<file path="config.mk">
export PLATFORM = sky130hd
export DESIGN_NAME = program_sequencer
export DESIGN_NICKNAME = d
export VERILOG_FILES = /design/src/rtl/proc_pkg.sv /design/src/rtl/instr_decoder.sv /design/src/rtl/program_sequencer.sv
export SDC_FILE = /design/constraint.sdc
export NUM_CORES = 1
export LEC_CHECK = 0
export ABC_AREA = 1
export BUFFER_PORTS_ARGS = -buffer_cell sky130_fd_sc_hd__buf_2
export CAP_MARGIN = 20
export CELL_PAD_IN_SITES_DETAIL_PLACEMENT = 1
export CELL_PAD_IN_SITES_GLOBAL_PLACEMENT = 2
export CORE_MARGIN = 1
export CORE_UTILIZATION = 29
export DETAILED_ROUTE_END_ITERATION = 8
export PLACE_DENSITY = 0.95
export SYNTH_ARGS = -nofsm -noshare
export SYNTH_HDL_FRONTEND = slang
export SYNTH_HIERARCHICAL = 1
export SYNTH_SLANG_ARGS = --single-unit
</file>
<file path="constraint.sdc">
create_clock -name clk -period 2.14 [get_ports clk]
set_input_delay 0.428 -clock clk [delete_from_list [all_inputs] [get_ports clk]]
set_output_delay 0.428 -clock clk [all_outputs]
set_load 0.01 [all_outputs]
</file>
<file path="src/rtl/proc_pkg.sv">
// -----------------------------------------------------------------------------
// proc_pkg
// Shared definitions for the 16-bit accumulator-style processor control path.
//
// Contents:
//   - opcode constants (IR[15:12])
//   - sequencer state enum: FETCH, DECODE, EXECUTE, WRITEBACK (2-bit)
//   - ALU operation encodings
//   - instruction field bit positions
//   - control bundle produced by instr_decoder
// -----------------------------------------------------------------------------
package proc_pkg;

    // Opcodes. Anything not listed here executes as a NOP.
    localparam logic [3:0] OP_LOAD = 4'b0001;
    localparam logic [3:0] OP_ADD  = 4'b0010;
    localparam logic [3:0] OP_SUB  = 4'b0011;
    localparam logic [3:0] OP_SUBI = 4'b1011;
    localparam logic [3:0] OP_MOV  = 4'b1110;
    localparam logic [3:0] OP_JMP  = 4'b1000;
    localparam logic [3:0] OP_BR   = 4'b1100;
    localparam logic [3:0] OP_OUT  = 4'b1111;

    // Instruction field bit positions.
    localparam int OPC_MSB = 15;
    localparam int OPC_LSB = 12;
    localparam int RD_MSB  = 11;
    localparam int RD_LSB  = 9;
    localparam int RS_MSB  = 8;
    localparam int RS_LSB  = 6;
    localparam int IMM_MSB = 7;
    localparam int IMM_LSB = 0;
    localparam int TGT_MSB = 11;
    localparam int TGT_LSB = 8;

    typedef enum logic [1:0] {
        ST_FETCH     = 2'b00,
        ST_DECODE    = 2'b01,
        ST_EXECUTE   = 2'b10,
        ST_WRITEBACK = 2'b11
    } seq_state_t;

    typedef enum logic [1:0] {
        ALU_PASS_B   = 2'b00,
        ALU_ADD      = 2'b01,
        ALU_SUB      = 2'b10,
        ALU_PASS_IMM = 2'b11
    } alu_op_t;

    // Control bundle decoded from the instruction register.
    typedef struct packed {
        alu_op_t alu_op;
        logic    alu_use_imm;
        logic    writes_reg;
        logic    is_out;
        logic    is_jmp;
        logic    is_br;
    } ctrl_t;

    function automatic logic [3:0] opcode_of(input logic [15:0] ir);
        return ir[OPC_MSB:OPC_LSB];
    endfunction

endpackage

</file>
<file path="src/rtl/instr_decoder.sv">
// -----------------------------------------------------------------------------
// instr_decoder
// Purely combinational decode of the instruction register into the control
// bundle used by program_sequencer.
//
// Ports:
//   ir    in   16        instruction register
//   ctrl  out  ctrl_t    alu_op, alu_use_imm, writes_reg, is_out, is_jmp, is_br
// -----------------------------------------------------------------------------
module instr_decoder
    import proc_pkg::*;
(
    input  logic [15:0] ir,
    output ctrl_t       ctrl
);

    always_comb begin
        ctrl             = '0;
        ctrl.alu_op      = ALU_PASS_B;
        unique case (opcode_of(ir))
            OP_LOAD: begin
                ctrl.alu_op      = ALU_PASS_IMM;
                ctrl.alu_use_imm = 1'b1;
                ctrl.writes_reg  = 1'b1;
            end
            OP_ADD: begin
                ctrl.alu_op     = ALU_ADD;
                ctrl.writes_reg = 1'b1;
            end
            OP_SUB: begin
                ctrl.alu_op     = ALU_SUB;
                ctrl.writes_reg = 1'b1;
            end
            OP_SUBI: begin
                ctrl.alu_op      = ALU_SUB;
                ctrl.alu_use_imm = 1'b1;
                ctrl.writes_reg  = 1'b1;
            end
            OP_MOV: begin
                ctrl.alu_op     = ALU_PASS_B;
                ctrl.writes_reg = 1'b1;
            end
            OP_JMP:  ctrl.is_jmp = 1'b1;
            OP_BR:   ctrl.is_br  = 1'b1;
            OP_OUT:  ctrl.is_out = 1'b1;
            default: ;  // NOP: no strobes, PC+1
        endcase
    end

endmodule

</file>
<file path="src/rtl/program_sequencer.sv">
// -----------------------------------------------------------------------------
// program_sequencer
// Control unit for the 16-bit accumulator processor. Owns PC, IR and the zero
// flag, fetches from the combinational program ROM and drives the register
// file, ALU and output-port controls. Every instruction runs through
// FETCH -> DECODE -> EXECUTE -> WRITEBACK.
//
// Parameters:
//   PC_W    program counter / ROM address width (ROM depth 2^PC_W)
//   RST_PC  PC value after reset
//
// Ports:
//   clk, rst_n        clock, asynchronous active-low reset
//   step              (only with SEQ_SINGLE_STEP_EN) single-step request
//   run               allows leaving FETCH
//   rom_addr/rom_data ROM address (= PC) and returned instruction word
//   rf_raddr_a/b      register read addresses (IR[11:9], IR[8:6])
//   alu_op, alu_use_imm, imm   ALU controls and immediate IR[7:0]
//   alu_zero          ALU result is zero (sampled in EXECUTE)
//   rf_we, rf_waddr   register write strobe / address (WRITEBACK only)
//   out_we            output-port load strobe (WRITEBACK only)
//   pc, zflag         debug view of PC and stored zero flag
//   state_dbg         debug view of the FSM state
//
// Configuration macro: SEQ_SINGLE_STEP_EN
//   Defined   -> FETCH advances only on run=1 plus a rising edge of step.
//   Undefined -> no step port; run alone gates FETCH.
// -----------------------------------------------------------------------------
module program_sequencer
    import proc_pkg::*;
#(
    parameter int          PC_W   = 4,
    parameter int unsigned RST_PC = 0
) (
    input  logic            clk,
    input  logic            rst_n,
`ifdef SEQ_SINGLE_STEP_EN
    input  logic            step,
`endif
    input  logic            run,
    output logic [PC_W-1:0] rom_addr,
    input  logic [15:0]     rom_data,
    output logic [2:0]      rf_raddr_a,
    output logic [2:0]      rf_raddr_b,
    output logic [1:0]      alu_op,
    output logic            alu_use_imm,
    output logic [7:0]      imm,
    input  logic            alu_zero,
    output logic            rf_we,
    output logic [2:0]      rf_waddr,
    output logic            out_we,
    output logic [PC_W-1:0] pc,
    output logic            zflag,
    output logic [1:0]      state_dbg
);

    seq_state_t      state, state_nxt;
    logic [15:0]     ir;
    logic [PC_W-1:0] pc_q;
    logic            zflag_q;
    ctrl_t           ctrl;
    logic            fetch_go;
    logic [PC_W-1:0] target;
    logic [PC_W-1:0] pc_inc;
    logic [PC_W-1:0] pc_nxt;

    // -------------------------------------------------------------------------
    // FETCH gating
    // -------------------------------------------------------------------------
`ifdef SEQ_SINGLE_STEP_EN
    logic step_q;

    always_ff @(posedge clk or negedge rst_n) begin
        if (!rst_n) step_q <= 1'b0;
        else        step_q <= step;
    end

    // One instruction per rising edge of step; the edge is only consumed
    // when it lands while the sequencer is waiting in FETCH.
    assign fetch_go = run & step & ~step_q;
`else
    assign fetch_go = run;
`endif

    // -------------------------------------------------------------------------
    // Decode (from registered IR only, never from rom_data)
    // -------------------------------------------------------------------------
    instr_decoder u_decoder (
        .ir   (ir),
        .ctrl (ctrl)
    );

    // Targets are 4 bits in the encoding; the cast zero-extends or truncates
    // to the PC width.
    assign target = PC_W'(ir[TGT_MSB:TGT_LSB]);
    assign pc_inc = pc_q + PC_W'(1);

    always_comb begin
        pc_nxt = pc_inc;
        if (ctrl.is_jmp)                 pc_nxt = target;
        else if (ctrl.is_br && zflag_q)  pc_nxt = target;
    end

    // -------------------------------------------------------------------------
    // FSM: next-state logic
    // -------------------------------------------------------------------------
    always_comb begin
        state_nxt = state;
        unique case (state)
            ST_FETCH:     if (fetch_go) state_nxt = ST_DECODE;
            ST_DECODE:    state_nxt = ST_EXECUTE;
            ST_EXECUTE:   state_nxt = ST_WRITEBACK;
            ST_WRITEBACK: state_nxt = ST_FETCH;
            default:      state_nxt = ST_FETCH;
        endcase
    end

    always_ff @(posedge clk or negedge rst_n) begin
        if (!rst_n) state <= ST_FETCH;
        else        state <= state_nxt;
    end

    // -------------------------------------------------------------------------
    // Architectural registers: IR, PC, zero flag
    // -------------------------------------------------------------------------
    always_ff @(posedge clk or negedge rst_n) begin
        if (!rst_n) begin
            ir      <= '0;
            pc_q    <= PC_W'(RST_PC);
            zflag_q <= 1'b0;
        end else begin
            if (state == ST_FETCH && fetch_go)
                ir <= rom_data;
            // Only register-writing ops refresh the flag, so BR always sees
            // the result of the most recent register write.
            if (state == ST_EXECUTE && ctrl.writes_reg)
                zflag_q <= alu_zero;
            if (state == ST_WRITEBACK)
                pc_q <= pc_nxt;
        end
    end

    // -------------------------------------------------------------------------
    // Outputs
    // -------------------------------------------------------------------------
    // IR resets to a NOP word, so all IR-derived controls read as 0 in reset
    // and hold steady from DECODE until the next FETCH edge.
    assign rom_addr    = pc_q;
    assign rf_raddr_a  = ir[RD_MSB:RD_LSB];
    assign rf_raddr_b  = ir[RS_MSB:RS_LSB];
    assign rf_waddr    = ir[RD_MSB:RD_LSB];
    assign imm         = ir[IMM_MSB:IMM_LSB];
    assign alu_op      = ctrl.alu_op;
    assign alu_use_imm = ctrl.alu_use_imm;

    // Strobes depend on the async-reset state register, so they drop the
    // instant rst_n goes low.
    assign rf_we  = (state == ST_WRITEBACK) && ctrl.writes_reg;
    assign out_we = (state == ST_WRITEBACK) && ctrl.is_out;

    assign pc        = pc_q;
    assign zflag     = zflag_q;
    assign state_dbg = state;

endmodule
</file>
==> results of run 1 <==
cell usage after synthesis:
library cell and instances:
nand2_1 27, dfrtp_1 23, buf_4 21, inv_1 20
mux2_4 12, nor2_1 12, a21oi_1 9, nand3_1 6
ha_1 4, nand2_2 3, buf_6 2, nand4_1 2
a31oi_1 1, nor2_2 1, o21ai_0 1, o21ai_1 1
registers in the layout, indices dropped and copies added (netlist names):
| register | count |
|---|---|
| zflag | 1 |
| state_dbg | 2 |
| pc | 4 |
| ir | 16 |
per-stage QoR:
stage	hold WS (ns)	instance area [um2]
global placement	0.441	1480
CTS	0.160	1530
floorplan	0.132	1340
detailed placement	0.459	1480
global route	0.168	1530
finish	0.140	1530
metal layers:
layer  GRT usage (%)  up-vias  wire length, um
li1                -      497                -
met2            18.8       35             1280
met3            2.16        2              165
met1            15.8      466             1280
met4            2.67        0               15
met5               0        -                0
layout by cell type, fill, tap and decap left out, drive strengths merged:
cell type	instances
mux2	12
nand2	30
clkinv	1
ha	4
nor2	13
o21ai	2
nand4	2
dfrtp	23
a21oi	9
a31oi	1
nand3	6
clkbuf	3
buf	52
inv	20
path summary, 6_finish.rpt:
check,end,startpoint,cells past startpoint,slack [ns]
min reg2reg,ir[5]$_DFFE_PN0P_,ir[5]$_DFFE_PN0P_,1,0.52
min,pc[3]$_DFFE_PN0N_,rst_n,1,0.14
min in group clk,ir[1]$_DFFE_PN0P_,rom_data[1],2,0.39
max reg2reg,ir[12]$_DFFE_PN0P_,state_dbg[1]$_DFFE_PN0P_,4,0.55
max,rf_we,ir[13]$_DFFE_PN0P_,7,0.36
max in group asynchronous,ir[13]$_DFFE_PN0P_,rst_n,1,1.63
logic make-up (layout without fill, tap and decap cells):
| family | after synthesis | after routing | share of synthesized area (%) |
|---|---|---|---|
| AND/OR/NAND/NOR | 51 | 51 | 16.0 |
| buffers and inverters | 43 | 76 | 19.1 |
| flip-flops | 23 | 23 | 43.1 |
| AO/OA/AOI/OAI | 12 | 12 | 4.59 |
| multiplexers | 12 | 12 | 13.5 |
| adder cells (fa/ha/maj) | 4 | 4 | 3.75 |
final cells by class:
| class | instances | area (um2) | share of cell area (%) |
|---|---|---|---|
| timing repair buffer | 52 | 260 | 17.0 |
| clock buffer | 3 | 41.3 | 2.70 |
| tap | 52 | 65.1 | 4.26 |
| multi-input combinational | 79 | 505 | 33.1 |
| sequential | 23 | 576 | 37.7 |
| clock inverter | 1 | 5.00 | 0.328 |
| inverter | 20 | 75.1 | 4.91 |
power groups by stage:
stage | Clock [mW] | Combinational [mW] | Sequential (mW)
2_1_floorplan | 0 | 1.08 | 0.855
3_3_place_gp | 0 | 1.22 | 0.873
3_5_place_dp | 0 | 1.25 | 0.878
4_1_cts | 0.287 | 1.26 | 0.873
5_1_grt | 0.303 | 1.37 | 0.912
6_report | 0.270 | 1.23 | 0.867
==> key figures, run 1 <==
Status
  • Outcome: completed

Setup path
  • Crit path launch type: flip-flop
  • Cell Chain, Critical Path: inv_1 > nand2_2 > nand2_2 > nand3_1 > nand2_1 > inv_1 > buf_2
  • Crit path max fanout: 5
  • Crit path max-delay family: flip-flops
  • CP required: between 1.5 and 2 ns
  • Crit path arrival time: between 1 and 1.5 ns
  • Buf+Inv Stages, Crit Path: 3
  • CP max-delay cell: dfrtp_1
  • CP Class: flip-flop to output pin
  • CP Capture Type: output pin
  • Critical Path Max Stage Delay: about 0.44 ns

Place
  • Placed wire-length estimate: around 2100 um
  • Routability cong.: roughly 0.7
  • Inst Count DP: 226
  • DP Worst Slack: 0.542 ns
  • IO buf count: 52

Floorplan
  • Die Wd: roughly 70 um
  • Standard-cell row count: 24
  • Initial core utilization: a little under a third
  • Core area: 4380 um2
  • Die height: ~70 um
  • Die Area: 4880 um2
  • Top Ports: between 50 and 60

Route
  • Via count: about 1.0k
  • Router iterations before antenna repair: 4
  • Initial DRC count: 53
  • Avg Vias per Cell: approximately 4.3
  • Drt total wl: about 2700 um
  • Wire per inst: 11.9 um
  • Antenna-violating nets left: 0
  • Remaining DRCs: 0

Clocking
  • Root buffer cell: clkbuf_8
  • Post-CTS Setup Bufs: 0
  • Post-CTS Resized: 0
  • Hold_buf cts: 0
  • Clock Latency Late Sink: 0.26 ns
  • CTS tree: built
  • CTS Buffer Depth: 2
  • # H-tree levels: 1
  • Number of CTS-inserted buffers: 3
  • CTS Sinks: 23
  • Clock transition at path regs: around 0.09 ns

Global routing
  • Pin count of the biggest net entering global routing: 24
  • Vias in the first global route: about 960
  • Global-route wire length before repair: about 4500 um
  • Initial antenna violation count: 0
  • Total GRT Usage: between 10% and 20%
  • Congestion Overflow GR: 0

STA
  • Worst setup margin: 0.361 ns
  • Setup-failing EPs final: 0
  • Peak Freq: 562 MHz
  • Setup TNS: 0 ns
  • Final Cycle Share: approximately 83%
  • Final-report hold violation count: 0
  • Skew final: between 0.007 and 0.008 ns
  • Final Critical Period: about 1.8 ns
  • Worst Tran Pin Value: ~0.55 ns
  • Slew Viols, Final: 0
  • Rel. slew slack: about 63%
  • RSZ-0062 raised after global routing: no

Final layout
  • Share of layout cells above drive strength 1: 40.4%
  • Layout Utilization: a little over a third
  • Syn-to-layout area delta: 14.3%
  • Nets: ~200
  • Antenna cells: 0
  • FILL cells: ~540
  • Non-filler instance count after layout: 230

Pwr
  • Internal power: roughly 1.4 mW
  • P per Cell Area: around 1500 nW/um2
  • Clk network pwr share: a little under an eighth
  • Part of the power in registers: approximately 37%
  • Pwr Total: between 2 and 2.5 mW
  • Combinational fraction of design power: ~52%
  • Switching pwr: 0.999 mW
  • Maximum vdd ir drop: around 470 uV
  • Switching Share: between 40% and 50%
  • P_leak: 0.885 nW

Synthesis
  • Syn avg cell area: around 9.2 um2
  • Mapped Area: between 1000 and 1500 um2
  • Post-Syn Instances: around 150
  • Post-synthesis sequential area ratio: 43.1%
  • Yosys cell types: 16
  • Syn nets: ~170
  • Area share of the largest cell type after synthesis: between 40% and 50%
  • Top cells by area, synth: dfrtp_1, mux2_4, buf_4
  • Dominant cell type by area after synthesis: dfrtp_1
  • Yosys reg bits: 23
  • Yosys warns: 6

Run
  • Max cap viols: 0

Min path
  • Hold WC Path Type: primary input to asynchronous set/reset pin
No activity file was read; power rests on OpenSTA's default activity.
==> run 2, diff against run 1 <==
--- a/config.mk
+++ b/config.mk
@@ -11,9 +11,9 @@
 export CELL_PAD_IN_SITES_DETAIL_PLACEMENT = 1
 export CELL_PAD_IN_SITES_GLOBAL_PLACEMENT = 2
 export CORE_MARGIN = 1
-export CORE_UTILIZATION = 29
+export CORE_UTILIZATION = 27
 export DETAILED_ROUTE_END_ITERATION = 8
-export PLACE_DENSITY = 0.95
+export PLACE_DENSITY = 0.9
 export SYNTH_ARGS = -nofsm -noshare
 export SYNTH_HDL_FRONTEND = slang
 export SYNTH_HIERARCHICAL = 1
==> constraint.sdc (replaced) <==
create_clock -name clk -period 1.73 [get_ports clk]
set_input_delay 0.346 -clock clk [delete_from_list [all_inputs] [get_ports clk]]
set_output_delay 0.346 -clock clk [all_outputs]
set_load 0.01 [all_outputs]
==> run 2 against run 1 <==
Against the previous run:
- setup slack got worse by 0.26 ns
- sequential share of layout area fell by 1.4 points
- clock-buffer cell count did not move
- first-iteration DRC count fell by 58%
- largest power group unchanged
==> key figures, run 2 (same netlist as run 1, synthesis figures left out) <==
Route
  • Via count: around 1k
  • Antenna-violating nets left: 0
  • Remaining DRCs: 0
  • Wire per inst: around 11 um
  • Drt total wl: approximately 2900 um
  • Avg Vias per Cell: 4.12
  • Initial DRC count: 22
  • Router iterations before antenna repair: 4

Final layout
  • Nets: 208
  • Layout Utilization: around 34%
  • Finished Cell Area: ~1600 um2
  • FILL cells: about 600
  • Largest register FFs: 16
  • Antenna cells: 0
  • Commonest non-fill, non-tap cells in the layout: buf_2, nand2_1, inv_1, dfrtp_1
  • Biggest register: ir
  • Non-filler instance count after layout: 250
  • Most common cell after layout, fill and taps aside: buf_2
  • Syn-to-layout area delta: 19.7%
  • Share of layout cells above drive strength 1: a little under half

Clocking
  • Clock Latency Late Sink: 0.27 ns
  • Number of CTS-inserted buffers: 3
  • CTS Sinks: 23
  • Clock transition at path regs: roughly 0.090 ns
  • CTS Buffer Depth: 2
  • Root buffer cell: clkbuf_8
  • Hold_buf cts: 0
  • # H-tree levels: 1
  • CTS tree: built

STA
  • RSZ-0062 raised after global routing: no
  • Setup-failing EPs final: 0
  • Final-report hold violation count: 0
  • Peak Freq: between 600 and 700 MHz
  • Final Cycle Share: around 94%
  • Slew Viols, Final: 0
  • Hold WS: approximately 0.04 ns
  • Setup TNS: 0 ns
  • Rel. slew slack: between 60% and 70%
  • Final Critical Period: between 1.5 and 2 ns
  • Worst Tran Pin Value: approximately 0.53 ns
  • Worst setup margin: 0.103 ns
  • Skew final: 0.000853 ns

Floorplan
  • Die height: ~72 um
  • Initial core utilization: around 28%
  • Standard-cell row count: 25
  • Die Area: ~5200 um2
  • Core area: 4750 um2
  • Die Wd: between 70 and 80 um
  • Top Ports: 53

Place
  • IO buf count: 52
  • Placed wire-length estimate: ~2300 um
  • DP Worst Slack: around 0.22 ns
  • Dpl cell area: approximately 1500 um2
  • Routability cong.: 0.705
  • Inst Count DP: around 240

Global routing
  • Total GRT Usage: between 10% and 20%
  • Global-route wire length before repair: about 4600 um
  • Initial antenna violation count: 0
  • Vias in the first global route: roughly 980
  • Congestion Overflow GR: 0
  • Pin count of the biggest net entering global routing: 24

Run
  • Max cap viols: 0

Pwr
  • P_leak: 0.906 nW
  • Maximum vdd ir drop: around 830 uV
  • P per Cell Area: 1910 nW/um2
  • Pwr Total: approximately 3.1 mW

Setup path
  • Crit path arrival time: around 1.3 ns
  • CP Capture Type: output pin
  • CP required: 1.38 ns
  • CP Class: flip-flop to output pin
  • Worst setup path endpoint: rf_we
  • Crit path launch type: flip-flop
  • Reg-to-Reg Start: state_dbg[0]$_DFFE_PN0P_
  • Crit path max fanout: 5
  • Worst Reg2Reg Path Length in Cells: 6
  • Reg2reg end: ir[9]$_DFFE_PN0P_
  • CP Launch Point: ir[14]$_DFFE_PN0P_
  • Reg2reg setup slack: roughly 0.24 ns

Status
  • Outcome: completed

Min path
  • Hold WC Path Type: primary input to asynchronous set/reset pin
-- run 2: how the worst min path moves through the flow --
stage / cells past startpoint / from / endpoint
2_1_floorplan: 0 / rst_n / ir[0]$_DFFE_PN0P_
3_3_place_gp: 1 / rst_n / pc[2]$_DFFE_PN0N_
3_5_place_dp: 1 / rst_n / pc[2]$_DFFE_PN0N_
4_1_cts: 1 / rst_n / zflag$_DFFE_PN0P_
5_1_grt: 1 / rst_n / ir[15]$_DFFE_PN0P_
6_report: 1 / rst_n / pc[2]$_DFFE_PN0N_
-- run 2: critical path: stages (launching register included) --
cell and delay, ns:
dfrtp_2 0.46, inv_1 0.08, nand4_1 0.13, nand3_2 0.11, nand2_1 0.06, inv_1 0.05
buf_2 0.12
-- run 2: power by group --
part / leakage (nW) / switching [mW] / internal [mW] / total (mW)
clock: 0.0217 / 0.190 / 0.163 / 0.354
sequential: 0.264 / 0.255 / 0.817 / 1.07
combinational: 0.620 / 0.841 / 0.793 / 1.63
-- run 2: repair_timing --
action | 4_1_cts | 5_1_grt
endpoints found under the setup margin | 0 | 1
buffers inserted | 0 | 4
gates resized for setup | 0 | 7
-- run 2: cell type report --
class	count	area, um2	area share, %
flip-flops and latches	23	581	36.3
clock inverters	1	7.51	0.469
clock buffers	3	41.3	2.58
repair buffers	57	298	18.6
inverters	20	75.1	4.69
well taps	67	83.8	5.24
multi-input cells	79	513	32.1
-- run 2: layer usage --
layer / track usage [%] / vias up / wire length, um / share of wire [%]
met5: 0 / - / 0 / 0
met4: 3.27 / 0 / 23 / 0.80
met3: 3.33 / 5 / 140 / 4.9
met2: 20.2 / 34 / 1420 / 50
li1: - / 509 / - / -
met1: 14.1 / 482 / 1280 / 45
==> run 3, diff against run 2 <==
--- a/config.mk
+++ b/config.mk
@@ -13,6 +13,7 @@
 export CORE_MARGIN = 1
 export CORE_UTILIZATION = 27
 export DETAILED_ROUTE_END_ITERATION = 8
+export GPL_TIMING_DRIVEN = 0
 export PLACE_DENSITY = 0.9
 export SYNTH_ARGS = -nofsm -noshare
 export SYNTH_HDL_FRONTEND = slang
==> run 3 against run 2 <==
Against the previous run:
- register-to-register slack improved by 0.09 ns
- critical path type unchanged
- non-clock buffer count up 22
- sequential cell count is the same
- die area unchanged
- highest routed layer unchanged
- critical endpoint is now alu_use_imm
- sequential power hardly changed
- largest cell class unchanged
- critical path depth fell by 1
==> key figures, run 3 (same netlist as run 1, synthesis figures left out) <==
Final layout
  • Largest register FFs: 16
  • Biggest register: ir
  • Syn-to-layout area delta: 32.4%
  • Non-filler instance count after layout: between 200 and 300
  • Antenna cells: 0
  • Layout Utilization: a little under two fifths
  • Most common cell after layout, fill and taps aside: buf_2
  • Share of layout cells above drive strength 1: just over 50%
  • Commonest non-fill, non-tap cells in the layout: buf_2, nand2_1, buf_4
  • Nets: 230

Status
  • Outcome: completed

Clocking
  • CTS Buffer Depth: 2
  • # H-tree levels: 1
  • Clock transition at path regs: 0.08 ns
  • CTS tree: built
  • Number of CTS-inserted buffers: 3
  • CTS Sinks: 23
  • Root buffer cell: clkbuf_8
  • Clock Latency Late Sink: approximately 0.27 ns

Pwr
  • Switching Share: 39.3%
  • Combinational fraction of design power: 57.7%
  • Part of the power in registers: around a third
  • Maximum vdd ir drop: ~730 uV
  • Internal power: 2.06 mW
  • Clk network pwr share: approximately a tenth
  • Switching pwr: about 1.3 mW
  • P per Cell Area: about 1900 nW/um2
  • P_leak: 1.01 nW

Route
  • Avg Vias per Cell: ~4.1
  • Via count: ~1.1k
  • Drt total wl: just under 3000 um
  • Router iterations before antenna repair: 2
  • Wire per inst: approximately 11 um
  • Remaining DRCs: 0
  • Antenna-violating nets left: 0
  • Initial DRC count: 24

Global routing
  • Initial antenna violation count: 0
  • Congestion Overflow GR: 0
  • Global-route wire length before repair: just under 5000 um
  • Total GRT Usage: 12.3%
  • Vias in the first global route: ~1.1k
  • Pin count of the biggest net entering global routing: 24

Min path
  • Hold WC Path Type: primary input to asynchronous set/reset pin

STA
  • Final-report hold violation count: 0
  • Final Critical Period: roughly 1.6 ns
  • Worst Tran Pin Value: a little over 0.5 ns
  • Peak Freq: about 600 MHz
  • Setup-failing EPs final: 0
  • Skew final: ~0.0022 ns
  • Rel. slew slack: about two thirds
  • RSZ-0062 raised after global routing: no
  • Worst setup margin: 0.100 ns
  • Slew Viols, Final: 0
  • Setup TNS: 0 ns
  • Final Cycle Share: approximately 94%

Floorplan
  • Standard-cell row count: 25
  • Die height: between 70 and 80 um
  • Top Ports: 53
  • Initial core utilization: between 20 and 30%
  • Die Area: approximately 5200 um2
  • Die Wd: about 72 um
  • Core area: roughly 4800 um2

Setup path
  • CP Capture Type: output pin
  • Reg2reg end: ir[6]$_DFFE_PN0P_
  • CP Class: flip-flop to output pin
  • Crit path launch type: flip-flop
  • CP required: 1.38 ns
  • Crit path arrival time: roughly 1.3 ns
  • Reg-to-Reg Start: state_dbg[0]$_DFFE_PN0P_
  • Crit path max fanout: 4
  • Worst Reg2Reg Path Length in Cells: 5
  • Reg2reg setup slack: 0.33 ns
  • CP Launch Point: ir[13]$_DFFE_PN0P_

Run
  • Max cap viols: 0

Place
  • Inst Count DP: ~260
  • DP Worst Slack: approximately 0.32 ns
  • Placed wire-length estimate: between 2000 and 2500 um
  • IO buf count: 52
  • Routability cong.: 0.710
==> run 3: cell count changes in the layout (fill, tap and decap cells not counted) <==
cell,before,now
dfrtp_1,19,20
ha_1,4,3
clkbuf_1,0,1
clkinvlp_4,1,0
buf_6,0,2
ha_2,0,1
dfrtp_2,4,3
buf_4,5,25
==> run 3: through the flow <==
step	power, mW	hold WS, ns	area, um2
after floorplan	2.39	0.0504	1340
after global placement	2.93	0.353	1680
after detailed placement	3.00	0.362	1680
after CTS	3.35	0.0664	1730
after global routing	3.72	0.0755	1770
final	3.39	0.0374	1770
==> run 3: repair_timing <==
item | in CTS | in global routing
buffers inserted | 0 | 4
hold endpoints to repair | 0 | 0
gates resized for setup | 0 | 7
setup endpoints to repair | 0 | 1
hold buffers | 0 | 0
==> run 3: worst max-delay path by stage <==
stage                        end  cells past startpoint
5_1_grt                    rf_we                      6
2_1_floorplan  ir[0]$_DFFE_PN0P_                      5
4_1_cts                    rf_we                      7
6_report             alu_use_imm                      5
3_3_place_gp               rf_we                      7
3_5_place_dp   ir[6]$_DFFE_PN0P_                      5
==> run 3: area by class of cell <==
type	count	area, um2
Multi-Input combinational cell	79	515
Sequential cell	23	579
Clock buffer	4	45.0
Tap cell	67	83.8
Inverter	20	75.1
Fill cell	606	2990
Buffer	23	180
Timing Repair Buffer	56	290
==> run 3: power groups by stage <==
stage | clock [mW] | sequential [mW] | combinational [mW]
final | 0.343 | 1.09 | 1.96
after CTS | 0.358 | 1.09 | 1.90
after global placement | 0 | 1.09 | 1.84
after floorplan | 0 | 1.06 | 1.34
after global routing | 0.383 | 1.15 | 2.19
after detailed placement | 0 | 1.10 | 1.90
==> run 3: routing by layer <==
metal	vias up	global-route usage, %	share of wire [%]
met3	5	3.61	6.0
met1	523	14.5	43
met4	0	3.92	0.98
met2	34	21.4	50
met5	-	0	0
li1	550	-	-
==> run 3: critical path: stages (launching register included) <==
cell,delay (ns)
dfrtp_1,0.42
buf_4,0.13
nand4_1,0.13
buf_4,0.17
nand2_1,0.05
buf_2,0.12
